### config.mk
export PLATFORM = sky130hd
export DESIGN_NAME = nibble_rx_flat
export DESIGN_NICKNAME = d
export VERILOG_FILES = /design/src/rtl/nibble_rx_if.sv /design/src/rtl/nibble_rx.sv /design/src/flat_wrapper.sv
export SDC_FILE = /design/constraint.sdc
export NUM_CORES = 1
export LEC_CHECK = 0
export CORE_MARGIN = 1
export CORE_UTILIZATION = 61
export CTS_BUF_LIST = sky130_fd_sc_hd__clkbuf_4 sky130_fd_sc_hd__clkbuf_8
export DETAILED_ROUTE_END_ITERATION = 10
export DONT_BUFFER_PORTS = 1
export PLACE_DENSITY = 0.73
export SLEW_MARGIN = 25
export SYNTH_ARGS = -nofsm -noshare
export SYNTH_HDL_FRONTEND = slang
export SYNTH_SLANG_ARGS = --single-unit
export TNS_END_PERCENT = 20
### constraint.sdc
create_clock -name clk -period 5.5 [get_ports clk]
set_clock_uncertainty 0.15 [all_clocks]
set_input_delay 1.375 -clock clk [delete_from_list [all_inputs] [get_ports clk]]
set_output_delay 1.375 -clock clk [all_outputs]
set_load 0.05 [all_outputs]
### src/rtl/nibble_rx_if.sv
// ============================================================================
// Module : nibble_rx_if
// Brief  : Serial line and recovered-symbol bundle for the nibble receiver.
// Rev    : 1.0
// ============================================================================
`default_nettype none

interface nibble_rx_if #(
    parameter int DATA_W = 4
);
    logic              rx;
    logic [DATA_W-1:0] sym;
    logic              sym_valid;
    logic              frame_err;
    logic              parity_err;

    // master drives the line and consumes symbols; slave is the receiver
    modport master (
        output rx,
        input  sym,
        input  sym_valid,
        input  frame_err,
        input  parity_err
    );

    modport slave (
        input  rx,
        output sym,
        output sym_valid,
        output frame_err,
        output parity_err
    );
endinterface

`default_nettype wire

### src/rtl/nibble_rx.sv
// ============================================================================
// Module : nibble_rx
// Brief  : Framed serial nibble receiver (start, LSB-first data, [parity], stop).
//          Optional even parity enabled by defining NIBBLE_RX_PARITY_EN.
// Rev    : 1.0
// ============================================================================
`default_nettype none

module nibble_rx #(
    parameter int DATA_W       = 4,
    parameter int CLKS_PER_BIT = 4
) (
    input  wire logic  clk,
    input  wire logic  rst,
    nibble_rx_if.slave bus
);

    localparam int CNT_W = (CLKS_PER_BIT > 1) ? $clog2(CLKS_PER_BIT) : 1;
    localparam int IDX_W = (DATA_W > 1) ? $clog2(DATA_W) : 1;

    localparam logic [CNT_W-1:0] C_CNT_MID  = CNT_W'(CLKS_PER_BIT/2 - 1);
    localparam logic [CNT_W-1:0] C_CNT_END  = CNT_W'(CLKS_PER_BIT - 1);
    localparam logic [IDX_W-1:0] C_IDX_LAST = IDX_W'(DATA_W - 1);

    typedef enum logic [2:0] {
        S_IDLE   = 3'd0,
        S_START  = 3'd1,
        S_DATA   = 3'd2,
`ifdef NIBBLE_RX_PARITY_EN
        S_PARITY = 3'd3,
`endif
        S_STOP   = 3'd4
    } state_t;

    logic              r_rx_s1;
    logic              r_rx_s;
    logic              r_rx_q;
    state_t            r_state;
    logic [CNT_W-1:0]  r_cnt;
    logic [IDX_W-1:0]  r_idx;
    logic [DATA_W-1:0] r_shreg;
    logic [DATA_W-1:0] r_sym;
    logic              r_sym_valid;
    logic              r_frame_err;

    state_t            w_state_nx;
    logic [CNT_W-1:0]  w_cnt_nx;
    logic [IDX_W-1:0]  w_idx_nx;
    logic [DATA_W-1:0] w_shreg_nx;
    logic [DATA_W-1:0] w_sym_nx;
    logic              w_sym_valid_nx;
    logic              w_frame_err_nx;
    logic              w_parity_err_nx;
    logic              w_par_fault;

`ifdef NIBBLE_RX_PARITY_EN
    logic r_par_fault;
    logic r_parity_err;
    logic w_par_fault_nx;

    assign w_par_fault = r_par_fault;
`else
    assign w_par_fault = 1'b0;
`endif

    // Line synchroniser and edge register idle high so reset never fakes a start
    always_ff @(posedge clk) begin
        if (rst) begin
            r_rx_s1 <= 1'b1;
            r_rx_s  <= 1'b1;
            r_rx_q  <= 1'b1;
        end else begin
            r_rx_s1 <= bus.rx;
            r_rx_s  <= r_rx_s1;
            r_rx_q  <= r_rx_s;
        end
    end

    always_ff @(posedge clk) begin
        if (rst) begin
            r_state     <= S_IDLE;
            r_cnt       <= '0;
            r_idx       <= '0;
            r_shreg     <= '0;
            r_sym       <= '0;
            r_sym_valid <= 1'b0;
            r_frame_err <= 1'b0;
        end else begin
            r_state     <= w_state_nx;
            r_cnt       <= w_cnt_nx;
            r_idx       <= w_idx_nx;
            r_shreg     <= w_shreg_nx;
            r_sym       <= w_sym_nx;
            r_sym_valid <= w_sym_valid_nx;
            r_frame_err <= w_frame_err_nx;
        end
    end

`ifdef NIBBLE_RX_PARITY_EN
    always_ff @(posedge clk) begin
        if (rst) begin
            r_par_fault  <= 1'b0;
            r_parity_err <= 1'b0;
        end else begin
            r_par_fault  <= w_par_fault_nx;
            r_parity_err <= w_parity_err_nx;
        end
    end
`endif

    always_comb begin
        w_state_nx      = r_state;
        w_cnt_nx        = r_cnt + 1'b1;
        w_idx_nx        = r_idx;
        w_shreg_nx      = r_shreg;
        w_sym_nx        = r_sym;
        w_sym_valid_nx  = 1'b0;
        w_frame_err_nx  = 1'b0;
        w_parity_err_nx = 1'b0;
`ifdef NIBBLE_RX_PARITY_EN
        w_par_fault_nx  = r_par_fault;
`endif

        case (r_state)
            S_IDLE: begin
                w_cnt_nx = '0;
                // only a genuine 1->0 transition starts a frame
                if (r_rx_q && !r_rx_s) begin
                    w_state_nx = S_START;
                end
            end

            S_START: begin
                if (r_cnt == C_CNT_MID) begin
                    w_cnt_nx = '0;
                    if (!r_rx_s) begin
                        w_state_nx = S_DATA;
                        w_idx_nx   = '0;
                    end else begin
                        w_state_nx = S_IDLE;
                    end
                end
            end

            S_DATA: begin
                if (r_cnt == C_CNT_END) begin
                    w_cnt_nx          = '0;
                    w_shreg_nx[r_idx] = r_rx_s;
                    if (r_idx == C_IDX_LAST) begin
`ifdef NIBBLE_RX_PARITY_EN
                        w_state_nx = S_PARITY;
`else
                        w_state_nx = S_STOP;
`endif
                    end else begin
                        w_idx_nx = r_idx + 1'b1;
                    end
                end
            end

`ifdef NIBBLE_RX_PARITY_EN
            S_PARITY: begin
                if (r_cnt == C_CNT_END) begin
                    w_cnt_nx       = '0;
                    w_par_fault_nx = (^r_shreg) ^ r_rx_s;
                    w_state_nx     = S_STOP;
                end
            end
`endif

            S_STOP: begin
                if (r_cnt == C_CNT_END) begin
                    w_cnt_nx   = '0;
                    w_state_nx = S_IDLE;
                    if (!r_rx_s) begin
                        w_frame_err_nx  = 1'b1;
                        w_parity_err_nx = w_par_fault;
                    end else if (w_par_fault) begin
                        w_parity_err_nx = 1'b1;
                    end else begin
                        w_sym_nx       = r_shreg;
                        w_sym_valid_nx = 1'b1;
                    end
                end
            end

            default: begin
                w_state_nx = S_IDLE;
                w_cnt_nx   = '0;
            end
        endcase
    end

    assign bus.sym       = r_sym;
    assign bus.sym_valid = r_sym_valid;
    assign bus.frame_err = r_frame_err;
`ifdef NIBBLE_RX_PARITY_EN
    assign bus.parity_err = r_parity_err;
`else
    assign bus.parity_err = 1'b0;
`endif

endmodule

`default_nettype wire

### src/flat_wrapper.sv
// flat-port wrapper written by rule: the top's interface ports become plain ports
module nibble_rx_flat 
#(
    parameter int DATA_W       = 4,
    parameter int CLKS_PER_BIT = 4
)
  (clk, rst, bus_rx, bus_sym, bus_sym_valid, bus_frame_err, bus_parity_err);
  nibble_rx_if #(.DATA_W(DATA_W)) bus_i ();
  input  wire logic clk;
  input  wire logic rst;
  input wire logic [$bits(bus_i.rx)-1:0] bus_rx;
  output wire logic [$bits(bus_i.sym)-1:0] bus_sym;
  output wire logic [$bits(bus_i.sym_valid)-1:0] bus_sym_valid;
  output wire logic [$bits(bus_i.frame_err)-1:0] bus_frame_err;
  output wire logic [$bits(bus_i.parity_err)-1:0] bus_parity_err;
  assign bus_i.rx = bus_rx;
  assign bus_sym = bus_i.sym;
  assign bus_sym_valid = bus_i.sym_valid;
  assign bus_frame_err = bus_i.frame_err;
  assign bus_parity_err = bus_i.parity_err;
  nibble_rx #(.DATA_W(DATA_W), .CLKS_PER_BIT(CLKS_PER_BIT)) u_core (.clk(clk), .rst(rst), .bus(bus_i));
endmodule
==> metrics.md, run 1 <==
| Metric | Value |
|---|---|
| Syn Nets | `118` |
| Avg Cell Area, Syn | `9.17 um2` |
| Number of buffers created by CTS | `3` |
| Gr ovfl total | `0` |
| Avg WL per Cell | `12.8 um` |
| Power Density | `276 nW/um2` |
| Sink Count | `20` |
| Number of synthesized register bits | `20` |
| Drt first pass iters | `3` |
| Maxcap violations | `0` |
| Mapped cell area | `981 um2` |
| Remaining DRCs | `0` |
| Warnings, synthesis | `0` |
| Post-DP HPWL | `1070 um` |
| Fill cells | `131` |
| Clock latency on the worst-skew pair | `0.30 ns` |
| Largest net degree at the start of global routing | `20` |
| First-pass GRT wire length | `2730 um` |
| Share of layout cells above drive strength 1 | `13.6%` |
| Final nets | `115` |
| Total Routing Usage GR | `20.8%` |
| Top Ports | `10` |
| Setup TNS | `0 ns` |
| Diodes inserted | `0` |
| Final WL | `1530 um` |
| Part of the cycle the worst path needs | `45.0%` |
| Post-Syn Instances | `107` |
| Routability cong. | `0.760` |
| Setup crit start kind | `flip-flop` |
| Cts repair resizes | `0` |
| Worst setup margin | `3.02 ns` |
| Synth top area share | `40.8%` |
| Area Overhead vs Synth | `2.55%` |
| Seq/Total Area, Yosys | `40.8%` |
| Final setup viols | `0` |
| Leading area contributor after synthesis | `dfxtp_1` |
| Worst hold-check path type | `reg -> reg` |
| Via/cell ratio | `5.66` |
| FP Rows | `14` |
| Fmax | `404 MHz` |
| Post-synth cell types | `34` |
| DRT iter0 DRCs | `15` |
| # H-tree levels | `1` |
| Number of post-CTS setup repair buffers | `0` |
| Slew Limit Fails | `0` |
| Critical Path End Type | `primary output` |
| Dpl ws | `3.36 ns` |
| Leakage power | `0.405 nW` |
| Hold Vio Cnt, Final | `0` |
| Crit path arrival time | `0.95 ns` |
| Worst-path clk slew | `0.11 ns` |
| Die width | `42.1 um` |
| CTS root buffer | `clkbuf_4` |
| Max clock buf depth | `2` |
| Initial antenna violation count | `0` |
| CTS Hold Bufs | `0` |
| Starting density of the core | `65.1%` |
| Commonest non-fill, non-tap cell in the layout | `dfxtp_1` |
| Status | `complete, no violations` |
| PortBufs | `0` |
| Min cycle time layout | `2.48 ns` |
| Die ar. | `1770 um2` |
| Core area | `1510 um2` |
| CP max FO | `2` |
| Number of global-route vias before repair | `607` |
| Peak supply drop | `205 uV` |
| Post-DRT Antenna Nets | `0` |
| Die H | `42.1 um` |
| Kind of critical path | `reg -> out` |
| CTS tree | `done` |
| RSZ-0062 raised after global routing | `no` |
| Data required, critical path | `3.97 ns` |
| Vias | `674` |
| Most frequent cells in the layout | `20 x dfxtp_1, 13 x nand2_1, 9 x nor2_1, 8 x nand3_1, 8 x ha_1` |
| Synth area leaders | `dfxtp_1 41%, ha_1 10%, nand2_1 5.0%` |
==> metal layers <==
| layer | global-route usage (%) | vias to the layer above | wire length [um] |
|---|---|---|---|
| li1 | - | 350 | - |
| met1 | 26.8 | 309 | 768 |
| met2 | 31.6 | 11 | 669 |
| met3 | 5.60 | 4 | 42 |
| met4 | 11.3 | 0 | 44 |
| met5 | 0 | - | 0 |
==> final cells by class <==
| class | count | area [um2] | share of cell area (%) |
|---|---|---|---|
| well taps | 16 | 20.0 | 1.99 |
| flip-flops and latches | 20 | 400 | 39.8 |
| inverters | 5 | 18.8 | 1.87 |
| clock inverters | 1 | 30.0 | 2.99 |
| multi-input cells | 74 | 514 | 51.1 |
| clock buffers | 3 | 22.5 | 2.24 |
==> report_power, final <==
part	internal (mW)	switching, mW	total [mW]	leakage, nW
sequential	0.146	0.00250	0.149	0.162
clock	0.0737	0.0461	0.120	0.0279
combinational	0.00403	0.00456	0.00858	0.216
==> sequential cells by signal (all words and copies together), names as in the netlist <==
signal	flops
u_core.r_shreg	4
u_core.r_rx_s	1
u_core.r_rx_s1	1
u_core.r_rx_q	1
u_core.bus.sym_valid	1
u_core.bus.frame_err	1
u_core.bus.sym	4
u_core.r_state	3
u_core.r_cnt	2
u_core.r_idx	2
==> logic make-up after synthesis <==
family          count (synthesis)  synth area share [%]
xor+xnor                        1                 0.893
simple gates                   48                  27.8
other cells                     1                 0.382
buf+inv                        13                  6.76
compound gates                 11                  7.53
mux                             5                  5.61
flops                          20                  40.8
fa+ha+maj                       8                  10.2
==> per-stage QoR <==
step	total power, mW	hold slack, ns	instances	utilization [%]	area [um2]
2_1_floorplan	0.162	0.239	107	-	981
3_3_place_gp	0.160	0.243	115	63.3	953
3_5_place_dp	0.161	0.245	115	63.3	953
4_1_cts	0.280	0.273	119	66.8	1010
5_1_grt	0.287	0.287	119	66.8	1010
6_report	0.277	0.270	119	66.8	1010
==> final timing paths <==
check	from	to	slack, ns	depth (start not counted)
worst max register to register	u_core.r_cnt[1]$_SDFF_PP0_	u_core.r_state[1]$_SDFFE_PP0P_	3.57	6
worst max-delay path	u_core.bus.sym[2]$_SDFFE_PP0P_	bus_sym[2]	3.02	0
worst min register to register	u_core.r_rx_s1$_SDFF_PP1_	u_core.r_rx_s$_SDFF_PP1_	0.27	1
worst min-delay path	u_core.r_rx_s1$_SDFF_PP1_	u_core.r_rx_s$_SDFF_PP1_	0.27	1
==> synthesized netlist by cell type <==
| cell type | number |
|---|---|
| a211oi_1 | 1 |
| a21oi_1 | 6 |
| a21oi_2 | 1 |
| a2bb2oi_1 | 1 |
| and4bb_2 | 1 |
| buf_2 | 2 |
| buf_4 | 2 |
| buf_6 | 1 |
| clkbuf_1 | 3 |
| conb_1 | 1 |
| dfxtp_1 | 20 |
| ha_1 | 8 |
| inv_1 | 5 |
| mux2_4 | 1 |
| mux2i_1 | 4 |
| nand2_1 | 13 |
| nand2b_1 | 1 |
| nand3_1 | 8 |
| nand3b_1 | 1 |
| nand4_1 | 1 |
| nand4b_1 | 1 |
| nor2_1 | 9 |
| nor2b_1 | 1 |
| nor3_1 | 2 |
| nor3_2 | 1 |
| nor3b_1 | 1 |
| nor4_1 | 1 |
| nor4b_4 | 1 |
| o22a_1 | 1 |
| o311a_1 | 1 |
| or2_2 | 3 |
| or3b_1 | 1 |
| or3b_2 | 2 |
| xor2_1 | 1 |
Power figures use the tool's default switching activity.
==> run 2, diff against run 1 <==
==> constraint.sdc (replaced) <==
create_clock -name clk -period 2.4 [get_ports clk]
set_clock_uncertainty 0.15 [all_clocks]
set_input_delay 0.6 -clock clk [delete_from_list [all_inputs] [get_ports clk]]
set_output_delay 0.6 -clock clk [all_outputs]
set_load 0.05 [all_outputs]
==> run 2 against run 1 <==
Against the previous run:
- flip-flop and latch count stayed put
- critical path type is now reg -> reg
- clock power is 58% higher
- non-clock buffer count stayed put
- sequential share of layout area is 0.65 points higher
- hold slack worse by 0.060 ns
- global-route usage is 0.99 points lower
- register-to-register slack worse by 3.1 ns
- cell area is 1.6% lower
- core utilization is 1.1 points lower
==> metrics.md, run 2 (synthesized netlist as in run 1, its figures left out) <==
| Metric | Value |
|---|---|
| First-pass GRT wire length | `2670 um (was 2730 um)` |
| Most frequent cells in the layout | `20 x dfxtp_1, 13 x nand2_1, 9 x nor2_1, 8 x nand3_1, 8 x ha_1 (unchanged)` |
| Post-DP HPWL | `1060 um (was 1070 um)` |
| Worst Tran Pin Value | `0.503 ns` |
| Cts repair resizes | `0 (unchanged)` |
| Data required, critical path | `2.44 ns (was 3.97 ns)` |
| CTS tree | `done (unchanged)` |
| Drt first pass iters | `6 (was 3)` |
| CTS Hold Bufs | `0 (unchanged)` |
| Total Routing Usage GR | `19.8% (was 20.8%)` |
| Psw | `0.112 mW (was 0.0531 mW)` |
| PortBufs | `0 (unchanged)` |
| RSZ-0062 raised after global routing | `no (unchanged)` |
| Peak supply drop | `394 uV (was 205 uV)` |
| Core area | `1510 um2 (unchanged)` |
| Diodes inserted | `0 (unchanged)` |
| Number of post-CTS setup repair buffers | `0 (unchanged)` |
| Gr ovfl total | `0 (unchanged)` |
| Switching part of the total | `20.4% (was 19.2%)` |
| Min cycle time layout | `1.89 ns` |
| Sequential power share | `62.1% (was 53.7%)` |
| Slowest cell on crit path | `or3b_2` |
| Final nets | `115 (unchanged)` |
| Slew Limit Fails | `0 (unchanged)` |
| Avg WL per Cell | `12.6 um (was 12.8 um)` |
| Critical Path End Type | `flip-flop (was primary output)` |
| Remaining DRCs | `0 (unchanged)` |
| Worst hold-check path type | `in -> reg (was reg -> reg)` |
| Share of layout cells above drive strength 1 | `13.6% (unchanged)` |
| Kind of critical path | `reg -> reg (was reg -> out)` |
| Crit path arrival time | `1.94 ns (was 0.95 ns)` |
| Setup crit start kind | `flip-flop (unchanged)` |
| Comb pwr share | `3.5% (was 3.1%)` |
| # H-tree levels | `1 (unchanged)` |
| Sink Count | `20 (unchanged)` |
| Power Density | `555 nW/um2 (was 276 nW/um2)` |
| CP Cell Sequence | `inv_1 -> ha_1 -> or3b_2 -> a21oi_2 -> nor3_2 -> mux2_4` |
| Slowest stage delay, CP | `0.46 ns` |
| DRT iter0 DRCs | `30 (was 15)` |
| Top Ports | `10 (unchanged)` |
| Largest net degree at the start of global routing | `20 (unchanged)` |
| Fmax | `528 MHz` |
| Clock latency on the worst-skew pair | `0.29 ns (was 0.30 ns)` |
| CTS root buffer | `clkbuf_4 (unchanged)` |
| Status | `complete, no violations (unchanged)` |
| FP Rows | `14 (unchanged)` |
| Hold Vio Cnt, Final | `0 (unchanged)` |
| Leakage power | `0.398 nW (was 0.405 nW)` |
| Number of global-route vias before repair | `638 (was 607)` |
| Die width | `42.1 um (unchanged)` |
| Commonest non-fill, non-tap cell in the layout | `dfxtp_1 (unchanged)` |
| Number of buffers created by CTS | `3 (unchanged)` |
| Via/cell ratio | `5.75 (was 5.66)` |
| Final setup viols | `0 (unchanged)` |
| Post-DRT Antenna Nets | `0 (unchanged)` |
| Setup TNS | `0 ns (unchanged)` |
| CP max FO | `4 (was 2)` |
| Starting density of the core | `65.1% (unchanged)` |
| Max clock buf depth | `2 (unchanged)` |
| Worst-path clk slew | `0.11 ns (about the same)` |
| Finished Layout Cells | `119 (unchanged)` |
| Die H | `42.1 um (unchanged)` |
| Final WL | `1500 um (was 1530 um)` |
| Clk pwr share | `34.4% (was 43.2%)` |
| Area Overhead vs Synth | `0.893% (was 2.55%)` |
| Initial antenna violation count | `0 (unchanged)` |
| Vias | `684 (was 674)` |
| Part of the cycle the worst path needs | `78.9%` |
| Maxcap violations | `0 (unchanged)` |
| P_int | `0.437 mW (was 0.224 mW)` |
| Slew HR | `66.4%` |
| Routability cong. | `0.755 (was 0.760)` |
| Die ar. | `1770 um2 (unchanged)` |
| Placed Cells | `115 (unchanged)` |
-- run 2: cell count changes in the layout (fill, tap and decap cells not counted), sizes merged --
cell / delta
bufinv: -1
clkbuf: +1
-- run 2: final cells by class --
class	count	area [um2]
well taps	16	20.0
clock buffers	4	36.3
fillers	124	517
flip-flops and latches	20	400
inverters	5	18.8
multi-input cells	74	514
-- run 2: worst max-delay path, delay by kind of cell (launching register included) --
kind | cells | cell delay (ns)
AND/OR/NAND/NOR | 2 | 0.52
flip-flops | 1 | 0.39
multiplexers | 1 | 0.30
adder cells (fa/ha/maj) | 1 | 0.22
AO/OA/AOI/OAI | 1 | 0.16
buffers and inverters | 1 | 0.06
-- run 2: through the flow --
stage          utilization, %  worst slack, ns  hold slack (ns)  power, mW  instance area (um2)
6_report                 65.7            0.506            0.210      0.549                  990
5_1_grt                  65.7            0.414            0.182      0.574                  990
4_1_cts                  65.7            0.506            0.200      0.555                  990
3_5_place_dp             63.3            0.521            0.267      0.368                  953
3_3_place_gp             63.3            0.561            0.243      0.367                  953
2_1_floorplan               -            0.587            0.239      0.372                  981
-- run 2: power by group through the flow --
stage | Combinational, mW | Clock (mW) | Sequential [mW]
6_report | 0.0192 | 0.189 | 0.341
5_1_grt | 0.0215 | 0.211 | 0.342
4_1_cts | 0.0194 | 0.195 | 0.341
3_5_place_dp | 0.0193 | 0 | 0.349
3_3_place_gp | 0.0188 | 0 | 0.348
2_1_floorplan | 0.0277 | 0 | 0.344
-- run 2: final timing paths --
path / cells after the start / slack (ns) / end / startpoint
setup / recovery: 6 / 0.51 / u_core.r_state[1]$_SDFFE_PP0P_ / u_core.r_cnt[1]$_SDFF_PP0_
hold / removal: 1 / 0.21 / u_core.r_idx[1]$_SDFFE_PP0P_ / rst
setup reg to reg: 6 / 0.51 / u_core.r_state[1]$_SDFFE_PP0P_ / u_core.r_cnt[1]$_SDFF_PP0_
hold reg to reg: 1 / 0.28 / u_core.r_rx_s$_SDFF_PP1_ / u_core.r_rx_s1$_SDFF_PP1_
-- run 2: layer usage --
metal  track usage (%)  wire [um]
met1              26.5        763
met2              29.4        682
met3              5.60         36
met4              9.38         13
met5                 0          0
==> run 3, diff against run 2 <==
--- a/config.mk
+++ b/config.mk
@@ -6,11 +6,11 @@
 export NUM_CORES = 1
 export LEC_CHECK = 0
 export CORE_MARGIN = 1
-export CORE_UTILIZATION = 61
+export CORE_UTILIZATION = 58
 export CTS_BUF_LIST = sky130_fd_sc_hd__clkbuf_4 sky130_fd_sc_hd__clkbuf_8
 export DETAILED_ROUTE_END_ITERATION = 10
 export DONT_BUFFER_PORTS = 1
-export PLACE_DENSITY = 0.73
+export PLACE_DENSITY = 0.72
 export SLEW_MARGIN = 25
 export SYNTH_ARGS = -nofsm -noshare
 export SYNTH_HDL_FRONTEND = slang
==> constraint.sdc (replaced) <==
create_clock -name clk -period 1.7 [get_ports clk]
set_clock_uncertainty 0.15 [all_clocks]
set_input_delay 0.425 -clock clk [delete_from_list [all_inputs] [get_ports clk]]
set_output_delay 0.425 -clock clk [all_outputs]
set_load 0.05 [all_outputs]
==> run 3 against run 2 <==
Against the previous run:
- global-route usage grew 1.6 points
- via count grew 4.1%
- critical path type unchanged
- wire length grew 14%
- flip-flop and latch count is the same
- final cell count grew 7.6%
- core utilization grew 5.8 points
- clock-buffer cell count shrank 1
- cell area grew 11%
- critical endpoint unchanged
- register-to-register slack lost 0.49 ns
- clock power grew 110%
- fmax grew 12%
- setup slack lost 0.49 ns
==> metrics.md, run 3 (synthesized netlist as in run 1, its figures left out) <==
| Metric | Value |
|---|---|
| CTS tree | `done (unchanged)` |
| Area Overhead vs Synth | `12.4% (was 0.893%)` |
| Number of buffers created by CTS | `3 (unchanged)` |
| Top Ports | `10 (unchanged)` |
| Worst hold-check path type | `in -> reg (unchanged)` |
| Power Density | `827 nW/um2 (was 555 nW/um2)` |
| Die width | `43.1 um (was 42.1 um)` |
| Slowest stage delay, CP | `0.38 ns (was 0.46 ns)` |
| Avg WL per Cell | `13.3 um (was 12.6 um)` |
| Commonest non-fill, non-tap cell in the layout | `dfxtp_1 (unchanged)` |
| Hold Vio Cnt, Final | `0 (unchanged)` |
| Gr ovfl total | `0 (unchanged)` |
| # H-tree levels | `1 (unchanged)` |
| Diodes inserted | `0 (unchanged)` |
| Core area | `1540 um2 (was 1510 um2)` |
| Kind of critical path | `reg -> reg (unchanged)` |
| CTS root buffer | `clkbuf_4 (unchanged)` |
| CP Cell Sequence | `ha_2 -> or3b_1 -> a21oi_2 -> nor3_2 -> mux2_4 (was inv_1 -> ha_1 -> or3b_2 -> a21oi_2 -> nor3_2 -> mux2_4)` |
| Via/cell ratio | `5.56 (was 5.75)` |
| Part of the cycle the worst path needs | `99.1% (was 78.9%)` |
| RSZ-0062 raised after global routing | `yes (was no)` |
| CP max FO | `5 (was 4)` |
| Share of layout cells above drive strength 1 | `25.9% (was 13.6%)` |
| Peak supply drop | `532 uV (was 394 uV)` |
| Leakage power | `0.447 nW (was 0.398 nW)` |
| Critical Path End Type | `flip-flop (unchanged)` |
| Drt first pass iters | `4 (was 6)` |
| Data required, critical path | `1.76 ns (was 2.44 ns)` |
| Vias | `712 (was 684)` |
| Remaining DRCs | `0 (unchanged)` |
| Status | `complete, no violations (unchanged)` |
| Starting density of the core | `63.6% (was 65.1%)` |
| Largest net degree at the start of global routing | `20 (unchanged)` |
| Fill cells | `116 (was 124)` |
| Slowest cell on crit path | `dfxtp_4 (was or3b_2)` |
| Setup crit start kind | `flip-flop (unchanged)` |
| Worst Tran Pin Value | `0.519 ns (was 0.503 ns)` |
| Final Cell Area | `1100 um2 (was 990 um2)` |
| Post-DRT Antenna Nets | `0 (unchanged)` |
| Placed Cells | `122 (was 115)` |
| Fin util | `71.5% (was 65.7%)` |
| Post-DP HPWL | `1160 um (was 1060 um)` |
| DRT iter0 DRCs | `10 (was 30)` |
| Final nets | `124 (was 115)` |
| Total chip power | `0.911 mW (was 0.549 mW)` |
| Slew Limit Fails | `0 (unchanged)` |
| Fmax | `594 MHz (was 528 MHz)` |
| Min cycle time layout | `1.68 ns (was 1.89 ns)` |
| Worst-path clk slew | `0.12 ns (was 0.11 ns)` |
| Number of global-route vias before repair | `690 (was 638)` |
| Post-placement cell area | `1010 um2 (was 953 um2)` |
| Sink Count | `20 (unchanged)` |
| Clock latency on the worst-skew pair | `0.31 ns (was 0.29 ns)` |
| Die ar. | `1860 um2 (was 1770 um2)` |
| Slew HR | `65.4% (was 66.4%)` |
| First-pass GRT wire length | `2980 um (was 2670 um)` |
| Maxcap violations | `0 (unchanged)` |
| Initial antenna violation count | `0 (unchanged)` |
| Most frequent cells in the layout | `17 x dfxtp_1, 13 x nand2_1, 9 x nor2_1, 8 x nand3_1, 8 x buf_4 (was 20 x dfxtp_1, 13 x nand2_1, 9 x nor2_1, 8 x nand3_1, 8 x ha_1)` |
| Die H | `43.1 um (was 42.1 um)` |
| Max clock buf depth | `2 (unchanged)` |
| Final WL | `1700 um (was 1500 um)` |
| FP Rows | `14 (unchanged)` |
| Crit path arrival time | `1.74 ns (was 1.94 ns)` |
| Finished Layout Cells | `128 (was 119)` |
| PortBufs | `0 (unchanged)` |
| Worst hold margin | `0.0163 ns (was 0.210 ns)` |
| Final setup viols | `0 (unchanged)` |
| Routability cong. | `0.766 (was 0.755)` |
| Total Routing Usage GR | `21.4% (was 19.8%)` |
-- run 3: cell count changes in the layout (fill, tap and decap cells not counted), moves of 2 or more --
cell	delta
dfxtp_1	-3
ha_2	+2
buf_4	+8
ha_1	-3
dfxtp_2	+2
-- run 3: power by group --
part | switching, mW | internal [mW] | total [mW]
combinational | 0.0211 | 0.0214 | 0.0426
clock | 0.153 | 0.238 | 0.391
sequential | 0.00475 | 0.473 | 0.477
total | 0.179 | 0.732 | 0.911
-- run 3: layout make-up --
| class | instances | area, um2 | share of cell area, % |
|---|---|---|---|
| repair buffers | 9 | 70.1 | 6.36 |
| multi-input cells | 74 | 534 | 48.5 |
| well taps | 16 | 20.0 | 1.82 |
| clock buffers | 3 | 22.5 | 2.04 |
| clock inverters | 1 | 30.0 | 2.72 |
| inverters | 5 | 18.8 | 1.70 |
| flip-flops and latches | 20 | 407 | 36.9 |
-- run 3: final timing paths --
| path | from | to | slack (ns) | cells past startpoint |
|---|---|---|---|---|
| max | u_core.r_cnt[0]$_SDFF_PP0_ | u_core.r_state[1]$_SDFFE_PP0P_ | 0.02 | 5 |
| min | rst | u_core.r_shreg[3]$_SDFFE_PP0P_ | 0.02 | 1 |
| max reg2reg | u_core.r_cnt[0]$_SDFF_PP0_ | u_core.r_state[1]$_SDFFE_PP0P_ | 0.02 | 5 |
| min reg2reg | u_core.r_rx_s1$_SDFF_PP1_ | u_core.r_rx_s$_SDFF_PP1_ | 0.27 | 1 |
-- run 3: metrics by stage --
step / setup WS, ns / setup TNS (ns)
finish: 0.0156 / 0
global route: -0.0326 / -0.0326
CTS: -0.00322 / -0.00322
detailed placement: 0.00759 / 0
global placement: 0.0464 / 0
floorplan: 0.0298 / 0
-- run 3: worst max-delay path: cells and delay by family (launching register included) --
kind                     cells  cell delay [ns]
AO/OA/AOI/OAI                1             0.16
adder cells (fa/ha/maj)      1             0.18
multiplexers                 1             0.30
AND/OR/NAND/NOR              2             0.41
flip-flops                   1             0.38
-- run 3: what timing repair did --
item                                    4_1_cts  5_1_grt
hold buffers                                  0        1
pin swaps                                     2        1
endpoints found under the hold margin         0        4
endpoints found under the setup margin        1        1
resized for setup                             2        4
buffers inserted                              1        0
-- run 3: layer usage --
layer  share of wire (%)  GRT usage [%]
met5                   0              0
met4                 1.4           9.09
met3                 1.5           4.26
met2                  46           33.1
met1                  51           28.7
